## src/rtl/ode_step_sequencer_pkg.sv

```systemverilog
// ode_pkg: shared types and constants for the ODE step sequencer.
//   seq_state_t        - sequencer FSM state encoding
//   BUF_A_BASE_DEF     - default base address of state buffer A
//   BUF_B_BASE_DEF     - default base address of state buffer B
//   RETRY_W            - width of the consecutive-rejection counter
package ode_pkg;

  typedef enum logic [3:0] {
    ST_IDLE       = 4'd0,
    ST_INIT       = 4'd1,
    ST_INIT_WAIT  = 4'd2,
    ST_SOLVE      = 4'd3,
    ST_SOLVE_WAIT = 4'd4,
    ST_CHECK      = 4'd5,
    ST_CHECK_WAIT = 4'd6,
    ST_ACCEPT     = 4'd7,
    ST_DONE       = 4'd8,
    ST_FAIL       = 4'd9
  } seq_state_t;

  localparam logic [15:0] BUF_A_BASE_DEF = 16'd16;
  localparam logic [15:0] BUF_B_BASE_DEF = 16'd512;

  // Enough for MAX_RETRIES up to 255.
  localparam int RETRY_W = 8;

endpackage

```

## src/rtl/ode_step_sequencer_if.sv

```systemverilog
// ode_seq_if: bundles the host control/status, step-module and solver
// signals of the ODE step sequencer.
//   host   : go, abort, t_end -> ; busy, finished, failed, time_out,
//            accepted_count <-
//   step   : step_init, step_start -> ; step_done, step_proceed,
//            step_error_failure, step_value <-
//   solver : solver_start, solver_step, x0_address, x1_address -> ;
//            solver_done <-
//   debug  : state_dbg, the sequencer's current FSM state
//
// Handshake semantics: every *_init / *_start output is a single-cycle
// request strobe; the partner answers with a single-cycle *_done pulse,
// and any qualifier (step_proceed, step_error_failure) is valid only in
// the cycle step_done is high. A done pulse counts only while the
// sequencer is waiting for it; at any other time it is dropped.
//
// Modports: master = the sequencer, slave = the host/step/solver side.
interface ode_seq_if
  import ode_pkg::*;
#(
  parameter int WORD_SIZE     = 16,
  parameter int ADDRESS_WIDTH = 16
);
  logic                     go;
  logic                     abort;
  logic [WORD_SIZE-1:0]     t_end;
  logic                     step_init;
  logic                     step_start;
  logic                     step_done;
  logic                     step_proceed;
  logic                     step_error_failure;
  logic [WORD_SIZE-1:0]     step_value;
  logic [ADDRESS_WIDTH-1:0] x0_address;
  logic [ADDRESS_WIDTH-1:0] x1_address;
  logic                     solver_start;
  logic                     solver_done;
  logic [WORD_SIZE-1:0]     solver_step;
  logic                     busy;
  logic                     finished;
  logic                     failed;
  logic [WORD_SIZE-1:0]     time_out;
  logic [WORD_SIZE-1:0]     accepted_count;
  seq_state_t               state_dbg;

  modport master (
    input  go, abort, t_end, step_done, step_proceed, step_error_failure,
           step_value, solver_done,
    output step_init, step_start, x0_address, x1_address, solver_start,
           solver_step, busy, finished, failed, time_out, accepted_count,
           state_dbg
  );

  modport slave (
    output go, abort, t_end, step_done, step_proceed, step_error_failure,
           step_value, solver_done,
    input  step_init, step_start, x0_address, x1_address, solver_start,
           solver_step, busy, finished, failed, time_out, accepted_count,
           state_dbg
  );
endinterface

```

## src/rtl/ode_step_sequencer_acc.sv

```systemverilog
// sat_time_accumulator: simulated-time register with an unsigned
// saturating adder, plus the accepted-step counter.
//   clk, rst_n  : clock, asynchronous active-low reset
//   clr_i       : clear time and count (start of a run)
//   acc_en_i    : add step_i to time (saturating) and bump the count
//   step_i      : step to add (expected to be a registered value)
//   sum_o       : saturated time + step_i, for the caller's end-of-run test
//   ovf_o       : the add carried out
//   time_o      : accumulated time
//   count_o     : accepted steps, wraps mod 2^W
module sat_time_accumulator #(
  parameter int W = 16
) (
  input  logic         clk,
  input  logic         rst_n,
  input  logic         clr_i,
  input  logic         acc_en_i,
  input  logic [W-1:0] step_i,
  output logic [W-1:0] sum_o,
  output logic         ovf_o,
  output logic [W-1:0] time_o,
  output logic [W-1:0] count_o
);

  logic [W-1:0] time_q;
  logic [W-1:0] count_q;
  logic [W:0]   raw_sum;

  assign raw_sum = {1'b0, time_q} + {1'b0, step_i};
  assign ovf_o   = raw_sum[W];
  assign sum_o   = raw_sum[W] ? {W{1'b1}} : raw_sum[W-1:0];
  assign time_o  = time_q;
  assign count_o = count_q;

  always_ff @(posedge clk or negedge rst_n) begin
    if (!rst_n) begin
      time_q  <= '0;
      count_q <= '0;
    end else if (clr_i) begin
      time_q  <= '0;
      count_q <= '0;
    end else if (acc_en_i) begin
      time_q  <= sum_o;
      count_q <= count_q + 1'b1;
    end
  end

endmodule

```

## src/rtl/ode_step_sequencer.sv

```systemverilog
// ode_step_sequencer: adaptive-step controller for one integration run.
// Initialises the step module, then repeats solve -> check -> accept/retry
// until simulated time reaches t_end (DONE), or the step module reports an
// error / too many consecutive rejections occur (FAIL).
//   clk   : clock, rising edge
//   rst   : asynchronous active-low reset
//   bus   : ode_seq_if.master, host/step/solver signals plus state_dbg
module ode_step_sequencer
  import ode_pkg::*;
#(
  parameter int                     WORD_SIZE     = 16,
  parameter int                     ADDRESS_WIDTH = 16,
  parameter int                     MAX_RETRIES   = 8,
  parameter logic [ADDRESS_WIDTH-1:0] BUF_A_BASE  = ADDRESS_WIDTH'(BUF_A_BASE_DEF),
  parameter logic [ADDRESS_WIDTH-1:0] BUF_B_BASE  = ADDRESS_WIDTH'(BUF_B_BASE_DEF)
) (
  input  logic     clk,
  input  logic     rst,
  ode_seq_if.master bus
);

  localparam logic [RETRY_W-1:0] MAX_R = RETRY_W'(MAX_RETRIES);

  seq_state_t           state_q, state_d;
  logic [RETRY_W-1:0]   retries_q, retries_d;
  logic                 sel_q, sel_d;
  logic [WORD_SIZE-1:0] t_end_q, t_end_d;
  logic [WORD_SIZE-1:0] solver_step_q;
  logic                 step_init_q, step_start_q, solver_start_q;
  logic                 busy_q, finished_q, failed_q;

  logic                 acc_clr, acc_en, acc_ovf;
  logic [WORD_SIZE-1:0] acc_sum;

  sat_time_accumulator #(.W(WORD_SIZE)) u_acc (
    .clk      (clk),
    .rst_n    (rst),
    .clr_i    (acc_clr),
    .acc_en_i (acc_en),
    .step_i   (solver_step_q),
    .sum_o    (acc_sum),
    .ovf_o    (acc_ovf),
    .time_o   (bus.time_out),
    .count_o  (bus.accepted_count)
  );

  // Next-state logic. abort overrides everything, so a done pulse in the
  // same cycle is simply never looked at.
  always_comb begin
    state_d   = state_q;
    retries_d = retries_q;
    sel_d     = sel_q;
    t_end_d   = t_end_q;
    acc_clr   = 1'b0;
    acc_en    = 1'b0;
    if (bus.abort) begin
      state_d = ST_IDLE;
    end else begin
      case (state_q)
        ST_IDLE, ST_DONE, ST_FAIL: begin
          if (bus.go) begin
            t_end_d   = bus.t_end;
            retries_d = '0;
            sel_d     = 1'b0;
            acc_clr   = 1'b1;
            state_d   = ST_INIT;
          end
        end
        ST_INIT:       state_d = ST_INIT_WAIT;
        ST_INIT_WAIT:  if (bus.step_done) state_d = ST_SOLVE;
        ST_SOLVE:      state_d = ST_SOLVE_WAIT;
        ST_SOLVE_WAIT: if (bus.solver_done) state_d = ST_CHECK;
        ST_CHECK:      state_d = ST_CHECK_WAIT;
        ST_CHECK_WAIT: begin
          if (bus.step_done) begin
            if (bus.step_error_failure) begin
              state_d = ST_FAIL;
            end else if (bus.step_proceed) begin
              state_d = ST_ACCEPT;
            end else begin
              // The step module has already shrunk the step; just retry.
              retries_d = retries_q + 1'b1;
              state_d   = (retries_d == MAX_R) ? ST_FAIL : ST_SOLVE;
            end
          end
        end
        ST_ACCEPT: begin
          acc_en    = 1'b1;
          retries_d = '0;
          sel_d     = ~sel_q;
          // Saturation already yields all ones, but the carry is tested
          // explicitly so the intent stays obvious.
          state_d   = (acc_ovf || (acc_sum >= t_end_q)) ? ST_DONE : ST_SOLVE;
        end
        default: state_d = ST_IDLE;
      endcase
    end
  end

  // All outputs are registered from the next state, so each strobe is high
  // exactly in the first cycle of its state and solver_step is valid
  // together with solver_start.
  always_ff @(posedge clk or negedge rst) begin
    if (!rst) begin
      state_q        <= ST_IDLE;
      retries_q      <= '0;
      sel_q          <= 1'b0;
      t_end_q        <= '0;
      solver_step_q  <= '0;
      step_init_q    <= 1'b0;
      step_start_q   <= 1'b0;
      solver_start_q <= 1'b0;
      busy_q         <= 1'b0;
      finished_q     <= 1'b0;
      failed_q       <= 1'b0;
    end else begin
      state_q        <= state_d;
      retries_q      <= retries_d;
      sel_q          <= sel_d;
      t_end_q        <= t_end_d;
      step_init_q    <= (state_d == ST_INIT);
      step_start_q   <= (state_d == ST_CHECK);
      solver_start_q <= (state_d == ST_SOLVE);
      busy_q         <= !((state_d == ST_IDLE) || (state_d == ST_DONE) ||
                          (state_d == ST_FAIL));
      finished_q     <= (state_d == ST_DONE);
      failed_q       <= (state_d == ST_FAIL);
      if (state_d == ST_SOLVE) begin
        solver_step_q <= bus.step_value;
      end
    end
  end

  assign bus.step_init    = step_init_q;
  assign bus.step_start   = step_start_q;
  assign bus.solver_start = solver_start_q;
  assign bus.solver_step  = solver_step_q;
  assign bus.busy         = busy_q;
  assign bus.finished     = finished_q;
  assign bus.failed       = failed_q;
  assign bus.x0_address   = sel_q ? BUF_B_BASE : BUF_A_BASE;
  assign bus.x1_address   = sel_q ? BUF_A_BASE : BUF_B_BASE;
  assign bus.state_dbg    = state_q;

endmodule
```

## src/flat_wrapper.sv

```systemverilog
// flat-port wrapper written by rule: the top's interface ports become plain ports
module ode_step_sequencer_flat import ode_pkg::*;
#(
  parameter int                     WORD_SIZE     = 16,
  parameter int                     ADDRESS_WIDTH = 16,
  parameter int                     MAX_RETRIES   = 8,
  parameter logic [ADDRESS_WIDTH-1:0] BUF_A_BASE  = ADDRESS_WIDTH'(BUF_A_BASE_DEF),
  parameter logic [ADDRESS_WIDTH-1:0] BUF_B_BASE  = ADDRESS_WIDTH'(BUF_B_BASE_DEF)
)
  (clk, rst, bus_go, bus_abort, bus_t_end, bus_step_done, bus_step_proceed, bus_step_error_failure, bus_step_value, bus_solver_done, bus_step_init, bus_step_start, bus_x0_address, bus_x1_address, bus_solver_start, bus_solver_step, bus_busy, bus_finished, bus_failed, bus_time_out, bus_accepted_count, bus_state_dbg);
  ode_seq_if #(.WORD_SIZE(WORD_SIZE), .ADDRESS_WIDTH(ADDRESS_WIDTH)) bus_i ();
  input  logic clk;
  input  logic rst;
  input wire logic [$bits(bus_i.go)-1:0] bus_go;
  input wire logic [$bits(bus_i.abort)-1:0] bus_abort;
  input wire logic [$bits(bus_i.t_end)-1:0] bus_t_end;
  input wire logic [$bits(bus_i.step_done)-1:0] bus_step_done;
  input wire logic [$bits(bus_i.step_proceed)-1:0] bus_step_proceed;
  input wire logic [$bits(bus_i.step_error_failure)-1:0] bus_step_error_failure;
  input wire logic [$bits(bus_i.step_value)-1:0] bus_step_value;
  input wire logic [$bits(bus_i.solver_done)-1:0] bus_solver_done;
  output wire logic [$bits(bus_i.step_init)-1:0] bus_step_init;
  output wire logic [$bits(bus_i.step_start)-1:0] bus_step_start;
  output wire logic [$bits(bus_i.x0_address)-1:0] bus_x0_address;
  output wire logic [$bits(bus_i.x1_address)-1:0] bus_x1_address;
  output wire logic [$bits(bus_i.solver_start)-1:0] bus_solver_start;
  output wire logic [$bits(bus_i.solver_step)-1:0] bus_solver_step;
  output wire logic [$bits(bus_i.busy)-1:0] bus_busy;
  output wire logic [$bits(bus_i.finished)-1:0] bus_finished;
  output wire logic [$bits(bus_i.failed)-1:0] bus_failed;
  output wire logic [$bits(bus_i.time_out)-1:0] bus_time_out;
  output wire logic [$bits(bus_i.accepted_count)-1:0] bus_accepted_count;
  output wire logic [$bits(bus_i.state_dbg)-1:0] bus_state_dbg;
  assign bus_i.go = bus_go;
  assign bus_i.abort = bus_abort;
  assign bus_i.t_end = bus_t_end;
  assign bus_i.step_done = bus_step_done;
  assign bus_i.step_proceed = bus_step_proceed;
  assign bus_i.step_error_failure = bus_step_error_failure;
  assign bus_i.step_value = bus_step_value;
  assign bus_i.solver_done = bus_solver_done;
  assign bus_step_init = bus_i.step_init;
  assign bus_step_start = bus_i.step_start;
  assign bus_x0_address = bus_i.x0_address;
  assign bus_x1_address = bus_i.x1_address;
  assign bus_solver_start = bus_i.solver_start;
  assign bus_solver_step = bus_i.solver_step;
  assign bus_busy = bus_i.busy;
  assign bus_finished = bus_i.finished;
  assign bus_failed = bus_i.failed;
  assign bus_time_out = bus_i.time_out;
  assign bus_accepted_count = bus_i.accepted_count;
  assign bus_state_dbg = bus_i.state_dbg;
  ode_step_sequencer #(.WORD_SIZE(WORD_SIZE), .ADDRESS_WIDTH(ADDRESS_WIDTH), .MAX_RETRIES(MAX_RETRIES), .BUF_A_BASE(BUF_A_BASE), .BUF_B_BASE(BUF_B_BASE)) u_core (.clk(clk), .rst(rst), .bus(bus_i));
endmodule
```

## config.mk

```make
export PLATFORM = sky130hd
export DESIGN_NAME = ode_step_sequencer_flat
export DESIGN_NICKNAME = d
export VERILOG_FILES = /design/src/rtl/ode_step_sequencer_pkg.sv /design/src/rtl/ode_step_sequencer_if.sv /design/src/rtl/ode_step_sequencer_acc.sv /design/src/rtl/ode_step_sequencer.sv /design/src/flat_wrapper.sv
export SDC_FILE = /design/constraint.sdc
export NUM_CORES = 1
export LEC_CHECK = 0
export ABC_CLOCK_PERIOD_IN_PS = 5600
export CAP_MARGIN = 5
export CORE_UTILIZATION = 51
export CTS_BUF_LIST = sky130_fd_sc_hd__clkbuf_8
export DETAILED_ROUTE_END_ITERATION = 12
export HOLD_SLACK_MARGIN = 0.15
export PLACE_DENSITY = 0.85
export SYNTH_ARGS = -nofsm -noshare
export SYNTH_HDL_FRONTEND = slang
export SYNTH_SLANG_ARGS = --single-unit
```

## constraint.sdc

```tcl
create_clock -name clk -period 5.6 [get_ports clk]
set_input_delay 0.84 -clock clk [delete_from_list [all_inputs] [get_ports clk]]
set_output_delay 0.84 -clock clk [all_outputs]
set_load 0.01 [all_outputs]
```

# After elaboration in Yosys (flattened, before gate mapping)
# Index checks and enable logic that the tools add are counted.
# W data, S select, Z words.
# totals
out_inout_bits	90
regBits	83
inputBits	40
latch_bits	0
mem_count	0
mem_bits_ro	0
ramBits	0
elab_cells	80
# op_classes
n_eq_ne	19
bitwise_logic	2
n_shift	0
magnitude_cmp	1
n_reduce_logical	13
n_mux	29
div_mod_pow	0
mul	0
addsub	3
# ops
cell	n
$mux W16	5
$mux W4	9
$mux W8	4
$pmux W4 S8	1
$pmux W8 S3	1
$eq A4 B3 Y1 const B	5
$mux W10	2
$add A16 B16 Y17	1
$add A16 B1 Y16 const B	1
$eq A4 B4 Y1 const B	4
$ge A16 B16 Y1	1
$eq A4 B2 Y1 const B	3
$add A8 B1 Y8 const B	1
$eq A4 B1 Y1 const B	2
$eq A8 B4 Y1 const B	1
$logic_not A4 Y1	2
$ne A2 B2 Y1 const B	4
$mux W1	6
$reduce_and A3 Y1	2
$reduce_and A6 Y1	1
$reduce_bool A2 Y1	2
$logic_or A1 B1 Y1	3
$reduce_bool A3 Y1	1
$reduce_or A3 Y1	1
3 further kinds	4

# Longest topological paths before layout
# Gate-level depths: netlist of the first run.
# depth
ltp_word	12
mapped_depth	19
mapped_depth_nobuf	16

# Cells and area by module
# A second synthesis of the first run with hierarchy kept.
# unflattened
cells_unflattened	555
hier_area_um2	5328.9
# by_module_without_submodules
mod	cells_each	n_inst	seq_area_each_um2	area_per_inst_um2
ode_step_sequencer	285	1	1276.2	3027.9
sat_time_accumulator	270	1	800.8	2301.0

# Worst setup path after synthesis of the first run
# OpenSTA, ideal clock, no wires.
# synth_path
path_type	register to register
start	reg, netlist name u_core.u_acc.time_o[0]
end	reg u_core.t_end_q[10]
setup_time_ps	125
required_time_ps	5475
n_path_buf	2
path_stages_with_launch	19
period_less_slack_ps	4880
arrival_ps	4756
slack_ps	720
path_cell_list	dfrtp_1 -> ha_1 -> fa_1 -> a211oi_2 -> o21bai_1 -> o211a_1 -> a21o_2 -> clkbuf_1 -> or2_2 -> ha_1 -> nand2_1 -> o21ai_0 -> a221oi_1 -> o21ai_0 -> a2111oi_1 -> o21ai_0 -> a2111oi_4 -> buf_6 -> mux2_2
# synth_lines
element	line	rtl
to (signal assigned)	ode_step_sequencer.sv:120	t_end_q <= t_end_d;
to (decl)	ode_step_sequencer.sv:27	logic [WORD_SIZE-1:0] t_end_q, t_end_d;

==> qor.log, run 1 <==
INFO  outcome        outcome=finished, final reports clean
INFO  clocking       ctsHtreeMaxLevel=3
INFO  floorplanning  num_rows=36
INFO  grt            globalRouteMet3Util=4.31%
INFO  drt            drc=0
INFO  clocking       clock_latency=0.38ns
INFO  layout         n_fill_cell=803
INFO  layout         post_route_cells_drive_above_1_share=10.5%
INFO  grt            gr-max-usage-layer=met2
INFO  layout         multi_input_gate_area_in_the_final_layout=0.00272mm2
INFO  grt            gr-usage-all-layers=23.1%
INFO  drt            detail-route-antenna-nets=0
INFO  timing         hold_ws=0.517ns
INFO  power          static-leakage-power=2.85nW
INFO  logic_synthesis synth_area=0.00513mm2
INFO  place          place_congestion=0.920
INFO  worst_setup_path timing.reg2reg.setup_slack=0.49ns
INFO  timing         setup_slack=0.489ns
INFO  floorplanning  die_height=102um
INFO  timing         finalHoldViolations=0
INFO  logic_synthesis postSynthCellCount=523
INFO  clocking       cts_num_sinks=83
INFO  power          switch_share=36.7%
INFO  timing         clock-skew-final=0.0204ns
INFO  timing         timing.final.crit_share=91.3%
INFO  clocking       cts_tree=yes
INFO  worst_setup_path cp_data_arrival_time=5.37ns
INFO  timing         setup_total_negative_slack=0ns
INFO  drt            dr.first_iter.drc_count=136
INFO  logic_synthesis yosys_most_used_dff=dfrtp_1
INFO  clocking       cts.reportedPaths.clkPinSlew=0.10ns
INFO  logic_synthesis avg_synthesized_cell_area=9.81um2
INFO  worst_hold_path hold_end=u_core.retries_q[7]
INFO  layout         syn2layout_area_growth=23.3%
INFO  power          totalPowerFinal=2.42mW
INFO  logic_synthesis number_of_storage_elements_in_the_synthesis_netlist=83
INFO  worst_setup_path worst_setup_path_start_kind=register
INFO  clocking       holdBufCountCts=0
INFO  place          dp_slack=0.286ns
INFO  drt            postRouteWirelength=11,300um
INFO  layout         layout.cells.most_common=clkdlybuf4s50_1
INFO  floorplanning  core_area=0.00977mm2
INFO  timing         setup_violations=0
INFO  timing         fmax=196MHz
INFO  worst_setup_path reg2reg_depth=17
INFO  logic_synthesis synth.lib_cells_used.distinct=55
INFO  drt            wire_per_inst=15.0um
INFO  layout         layout_common_cells=100 x clkdlybuf4s50_1, 83 x dfrtp_1, 52 x nand2_1
INFO  power          seqPwrFrac=34.9%
INFO  grt            grt_first_pass_wirelength=18,500um
INFO  drt            route.vias.total=4,120
INFO  grt            grt_pass1_vias=3,944
INFO  floorplanning  fp.dieW=102um
INFO  clocking       worst_case_clock_buffer_depth=2
INFO  layout         antenna_cells_inserted=0
INFO  grt            grtUsageMet1=30.8%
INFO  logic_synthesis ys_async_sr_fraction=100%
INFO  worst_hold_path worstHoldPathType=reg -> reg
INFO  worst_setup_path cp.required=5.86ns
INFO  floorplanning  initial_core_util=52.5%
INFO  power          p_clk_share=20.8%
INFO  worst_hold_path timing.hold.worst_path_depth=1
INFO  grt            grt_use_met2=38.0%
INFO  place          post-dp-hpwl=8280um
INFO  worst_setup_path worstPathMaxFanout=50
INFO  power          power.internal=1.53mW
INFO  logic_synthesis synth_warnings=0
INFO  timing         setup_repair_after_global_routing_missed_its_margin=no
INFO  place          io_buffers=101
INFO  clocking       numCtsBuffers=9
INFO  floorplanning  fp.dieArea=0.0105mm2
INFO  drt            dr.pass1.iters=5
INFO  power          power.combinational.fraction=44.3%
INFO  worst_setup_path critical_path.endpoint_type=register
INFO  timing         slew_viol_final=0
INFO  worst_hold_path worstHoldStart=u_core.retries_q[7]
INFO  logic_synthesis synth-edff-count=0
INFO  logic_synthesis synth.yosys.seq_area_share=40.5%
INFO  drt            post_drt_via_cell_ratio=5.46
INFO  worst_setup_path setup.worst_path.class=reg -> reg
INFO  clocking       root_buffer=clkbuf_8
INFO  timing         period_minus_slack=5.11ns
INFO  worst_setup_path rr_endpoint=u_core.t_end_q[11]
INFO  power          power.switching=886uW
INFO  power          power_density=382mW/mm2
INFO  layout         final-seq-area=0.00208mm2
INFO  grt            grt_antenna_before_repair=0
INFO  timing         relSlewSlack=26.0%
INFO  grt            globalRoute.totalOverflow=0
INFO  power          ir_worst_vdd=0.217mV
INFO  worst_setup_path r2r_start=u_core.bus.solver_step[0]
INFO  layout         layout.nets=693
INFO  job            cap_viol_max_count=0
INFO  floorplanning  io_pins=130
INFO  timing         tightest_slew=1.11ns
INFO  grt            maximum_number_of_pins_on_one_net_before_global_route_repair=84
## registers in the layout (all words and copies together) (netlist names)
signal	cells
u_core.bus.step_init	1
u_core.retries_q	8
u_core.bus.finished	1
u_core.u_acc.time_o	16
u_core.bus.state_dbg	4
u_core.bus.busy	1
u_core.bus.step_start	1
u_core.bus.solver_step	16
u_core.sel_q	1
u_core.bus.failed	1
u_core.bus.solver_start	1
u_core.t_end_q	16
u_core.u_acc.count_o	16
## per-stage QoR
stage               cell area, um2  utilization (%)  cells
finish                        6330             64.7    755
global route                  6330             64.7    755
CTS                           6320             64.7    755
detailed placement            6090             62.3    739
global placement              6090             62.3    739
floorplan                     5230                -    550
## critical path, stage by stage, from the launching register on
cell       delay, ns
dfrtp_1         0.42
ha_1            0.22
fa_1            0.43
a211oi_2        0.27
o21bai_1        0.14
o211a_1         0.28
nor4_1          0.23
nor3_1          0.12
xnor2_1         0.18
nand2b_1        0.13
ha_1            0.31
nand4_1         0.12
nor4_1          0.41
a2111oi_2       0.16
a311o_2         0.48
a2111oi_4       0.42
buf_12          0.30
mux2_2          0.37
## worst max-delay path by stage
stage,from,to,cells after the start
CTS,u_core.bus.solver_step[0],u_core.t_end_q[7],17
detailed placement,u_core.u_acc.time_o[0],u_core.t_end_q[0],17
finish,u_core.bus.solver_step[0],u_core.t_end_q[11],17
global placement,u_core.u_acc.time_o[0],u_core.t_end_q[15],17
global route,u_core.bus.solver_step[0],u_core.t_end_q[11],17
floorplan,u_core.u_acc.time_o[0],u_core.t_end_q[10],18
## layer usage
layer	routed length (um)	part of all wire (%)
met3	747	6.6
met2	5510	49
met1	4930	43
met4	158	1.4
met5	0	0
## timing repair
item | in CTS | in global routing
endpoints found under the hold margin | 0 | 0
endpoints found under the setup margin | 0 | 26
resized for setup | 0 | 2
buffers inserted | 0 | 0
## cell usage after synthesis (all sizes together) (3+ instances only)
cell type	n	area, um2
xor2	10	87.6
or2	6	37.5
o21bai	3	22.5
nor2	33	124
nor3b	4	30.0
xnor2	19	166
o2bb2ai	14	123
o31ai	4	30.0
dfrtp	83	2080
clkbuf	7	26.3
a21o	7	53.8
inv	29	109
nand4	5	31.3
o21ai	25	125
a21oi	24	120
nand2	52	195
o22ai	3	18.8
buf	39	307
nand2b	13	81.3
and3	10	72.6
nor3	12	60.1
mux2	32	360
a31oi	3	18.8
ha	35	438
and2	6	37.5
nor2b	3	18.8
mux2i	3	30.0
nand3	13	65.1
## layout make-up
cell class	count	share of cell area, %
multi-input combinational	392	43.0
sequential	83	32.8
timing repair buffer	102	16.3
tap	133	2.63
clock buffer	9	1.96
inverter	29	1.72
clock inverter	7	1.66
## cells by family (layout without fill, tap and decap cells)
family / Yosys count / count (layout) / synth area share (%)
adder cells (fa/ha/maj): 36 / 36 / 8.93
AO/OA/AOI/OAI: 102 / 102 / 14.0
buffers and inverters: 75 / 147 / 8.61
other: 1 / 28 / 0.0731
multiplexers: 35 / 35 / 7.61
AND/OR/NAND/NOR: 162 / 162 / 15.4
XOR/XNOR: 29 / 29 / 4.95
flip-flops: 83 / 83 / 40.5
## power groups by stage
stage	clock network [mW]	registers, mW	logic, mW
finish	0.502	0.844	1.07
global route	0.534	0.863	1.19
CTS	0.507	0.843	1.06
floorplan	0	0.856	0.703
global placement	0	0.846	1.02
detailed placement	0	0.854	1.05
No activity file was read; power rests on OpenSTA's default activity.
==> run 2: changes to the inputs <==
--- a/config.mk
+++ b/config.mk
@@ -12,6 +12,7 @@
 export DETAILED_ROUTE_END_ITERATION = 12
 export HOLD_SLACK_MARGIN = 0.15
 export PLACE_DENSITY = 0.85
+export SKIP_LAST_GASP = 1
 export SYNTH_ARGS = -nofsm -noshare
 export SYNTH_HDL_FRONTEND = slang
 export SYNTH_SLANG_ARGS = --single-unit
==> constraint.sdc (replaced) <==
create_clock -name clk -period 5.6 [get_ports clk]
set_input_delay 0.56 -clock clk [delete_from_list [all_inputs] [get_ports clk]]
set_output_delay 0.56 -clock clk [all_outputs]
set_load 0.01 [all_outputs]
==> results of run 2 <==
Same layout as run 1 (identical final DEF). Status: finished, final reports clean.
Among the figures that moved: hold slack 0.517 ns -> 0.349 ns
==> run 3: changes to the inputs <==
--- a/config.mk
+++ b/config.mk
@@ -7,6 +7,7 @@
 export LEC_CHECK = 0
 export ABC_CLOCK_PERIOD_IN_PS = 5600
 export CAP_MARGIN = 5
+export CORE_MARGIN = 10
 export CORE_UTILIZATION = 51
 export CTS_BUF_LIST = sky130_fd_sc_hd__clkbuf_8
 export DETAILED_ROUTE_END_ITERATION = 12
==> run 3 against run 2 <==
Net effect: sequential share of layout area unchanged; sequential power about the same; register-to-register slack about the same; maximum frequency down 0.13%; setup slack worse by 0.0066 ns; die area up 38%; first-iteration DRC count up 130%; power about the same; design area unchanged; core utilization unchanged; critical path depth unchanged; largest power group unchanged; highest routed layer unchanged.
==> qor.log, run 3 (synthesis gave the netlist of run 1 again) <==
INFO  layout         layout.nets=695
INFO  clocking       cts_tree=yes
INFO  drt            dr.pass1.iters=5
INFO  outcome        outcome=finished, final reports clean
INFO  grt            grtUsageMet1=21.0%
INFO  worst_setup_path timing.reg2reg.setup_slack=0.48ns
INFO  power          totalPowerFinal=2.42mW
INFO  worst_setup_path setup.worst_path.start=u_core.u_acc.time_o[0]
INFO  worst_setup_path cp.required=5.85ns
INFO  grt            grt_use_met2=29.8%
INFO  grt            maximum_number_of_pins_on_one_net_before_global_route_repair=84
INFO  grt            gr-usage-all-layers=17.5%
INFO  layout         antenna_cells_inserted=0
INFO  grt            globalRouteMet3Util=4.98%
INFO  worst_setup_path cp_data_arrival_time=5.37ns
INFO  drt            post_drt_via_cell_ratio=5.39
INFO  grt            globalRoute.totalOverflow=0
INFO  clocking       root_buffer=clkbuf_8
INFO  floorplanning  core_area=0.00977mm2
INFO  clocking       clock_latency=0.37ns
INFO  clocking       cts.reportedPaths.clkPinSlew=0.09ns
INFO  layout         post_route_cells_drive_above_1_share=10.7%
INFO  worst_setup_path r2r_start=u_core.u_acc.time_o[0]
INFO  timing         clock-skew-final=0.0109ns
INFO  layout         final_cell_count_no_fill=757
INFO  worst_setup_path reg2reg_depth=17
INFO  floorplanning  num_rows=36
INFO  floorplanning  fp.dieArea=0.0145mm2
INFO  grt            grt_pass1_vias=4,257
INFO  layout         layout.cells.most_common=clkdlybuf4s50_1
INFO  worst_setup_path worstPathMaxFanout=29
INFO  grt            gr-max-usage-layer=met2
INFO  timing         tightest_slew=1.04ns
INFO  grt            grt_antenna_before_repair=0
INFO  timing         setup_repair_after_global_routing_missed_its_margin=no
INFO  timing         timing.final.crit_share=91.4%
INFO  timing         fmax=195MHz
INFO  worst_setup_path worst_setup_path_start_kind=register
INFO  timing         hold_ws=0.361ns
INFO  timing         slew_viol_final=0
INFO  drt            wire_per_inst=16.8um
INFO  layout         syn2layout_area_growth=23.3%
INFO  layout         n_fill_cell=811
INFO  worst_setup_path rr_endpoint=u_core.t_end_q[10]
INFO  drt            dr.first_iter.drc_count=316
INFO  power          ir_worst_vdd=0.238mV
INFO  floorplanning  io_pins=130
INFO  floorplanning  die_height=120um
INFO  timing         setup_violations=0
INFO  clocking       worst_case_clock_buffer_depth=2
INFO  drt            detail-route-antenna-nets=0
INFO  timing         relSlewSlack=30.2%
INFO  floorplanning  fp.dieW=120um
INFO  worst_setup_path setup.worst_path.class=reg -> reg
INFO  timing         period_minus_slack=5.12ns
INFO  place          placed_cells_incl_taps=741
INFO  floorplanning  initial_core_util=52.5%
INFO  place          io_buffers=101
INFO  clocking       ctsHtreeMaxLevel=3
INFO  worst_setup_path setup.worst_path.end=u_core.t_end_q[10]
INFO  timing         finalHoldViolations=0
INFO  layout         layout_common_cells=100 x clkdlybuf4s50_1, 83 x dfrtp_1, 52 x nand2_1
INFO  worst_setup_path critical_path.endpoint_type=register
INFO  clocking       numCtsBuffers=9
INFO  job            cap_viol_max_count=0
INFO  grt            grt_first_pass_wirelength=21,200um
INFO  clocking       cts_num_sinks=83
INFO  place          post-dp-hpwl=9600um
INFO  timing         setup_total_negative_slack=0ns
INFO  drt            postRouteWirelength=12,700um
INFO  place          place_congestion=0.903
INFO  drt            drc=0
INFO  power          power_density=382mW/mm2
INFO  worst_hold_path worstHoldPathType=in -> async
INFO  drt            route.vias.total=4,083
INFO  power          static-leakage-power=2.86nW
[run 3: final cells by class]
class                   count  area, um2  area share, %
clock inverters             7       98.8           1.56
repair buffers            104       1030           16.4
inverters                  29        109           1.72
multi-input cells         392       2720           43.0
clock buffers               9        124           1.96
well taps                 133        166           2.63
flip-flops and latches     83       2080           32.8
[run 3: critical path, stage by stage (launching register included)]
cell and delay [ns]:
dfrtp_1 0.41, ha_1 0.24, fa_1 0.45, a211oi_2 0.28
o21bai_1 0.14, o211a_1 0.28, a21o_2 0.32, nand2b_1 0.20
ha_1 0.31, a21oi_1 0.15, o21ai_0 0.10, a221oi_1 0.25
o21ai_0 0.13, a2111oi_2 0.50, o21ai_1 0.25, a2111oi_4 0.30
buf_6 0.31, mux2_2 0.37
[run 3: worst min path at each step]
stage	slack, ns	from	end
after floorplan	0.26	rst	u_core.bus.busy
after global placement	0.49	u_core.t_end_q[8]	u_core.t_end_q[8]
after detailed placement	0.50	u_core.t_end_q[4]	u_core.t_end_q[4]
after CTS	0.42	rst	u_core.retries_q[6]
after global routing	0.45	rst	u_core.retries_q[6]
final	0.36	rst	u_core.retries_q[6]
[run 3: metrics by stage]
step | instance area [um2] | setup WS (ns) | utilization (%)
global placement | 6100 | 0.421 | 62.4
finish | 6330 | 0.482 | 64.7
global route | 6330 | 0.0760 | 64.7
detailed placement | 6100 | 0.179 | 62.4
CTS | 6320 | 0.143 | 64.6
floorplan | 5230 | 0.720 | -
[run 3: metal layers]
metal / vias to the layer above / part of all wire, %
met5: - / 0
met4: 0 / 1.0
met3: 15 / 6.9
met2: 122 / 49
met1: 1981 / 43
li1: 1965 / -
[run 3: report_power, final]
part	total (mW)	internal, mW	switching [mW]
Clock	0.491	0.255	0.236
Combinational	1.08	0.540	0.543
Sequential	0.843	0.734	0.109
[run 3: timing repair]
action | CTS | global route
gates resized for setup | 0 | 3
setup buffers | 0 | 0
endpoints found under the setup margin | 0 | 48
hold buffers | 0 | 0
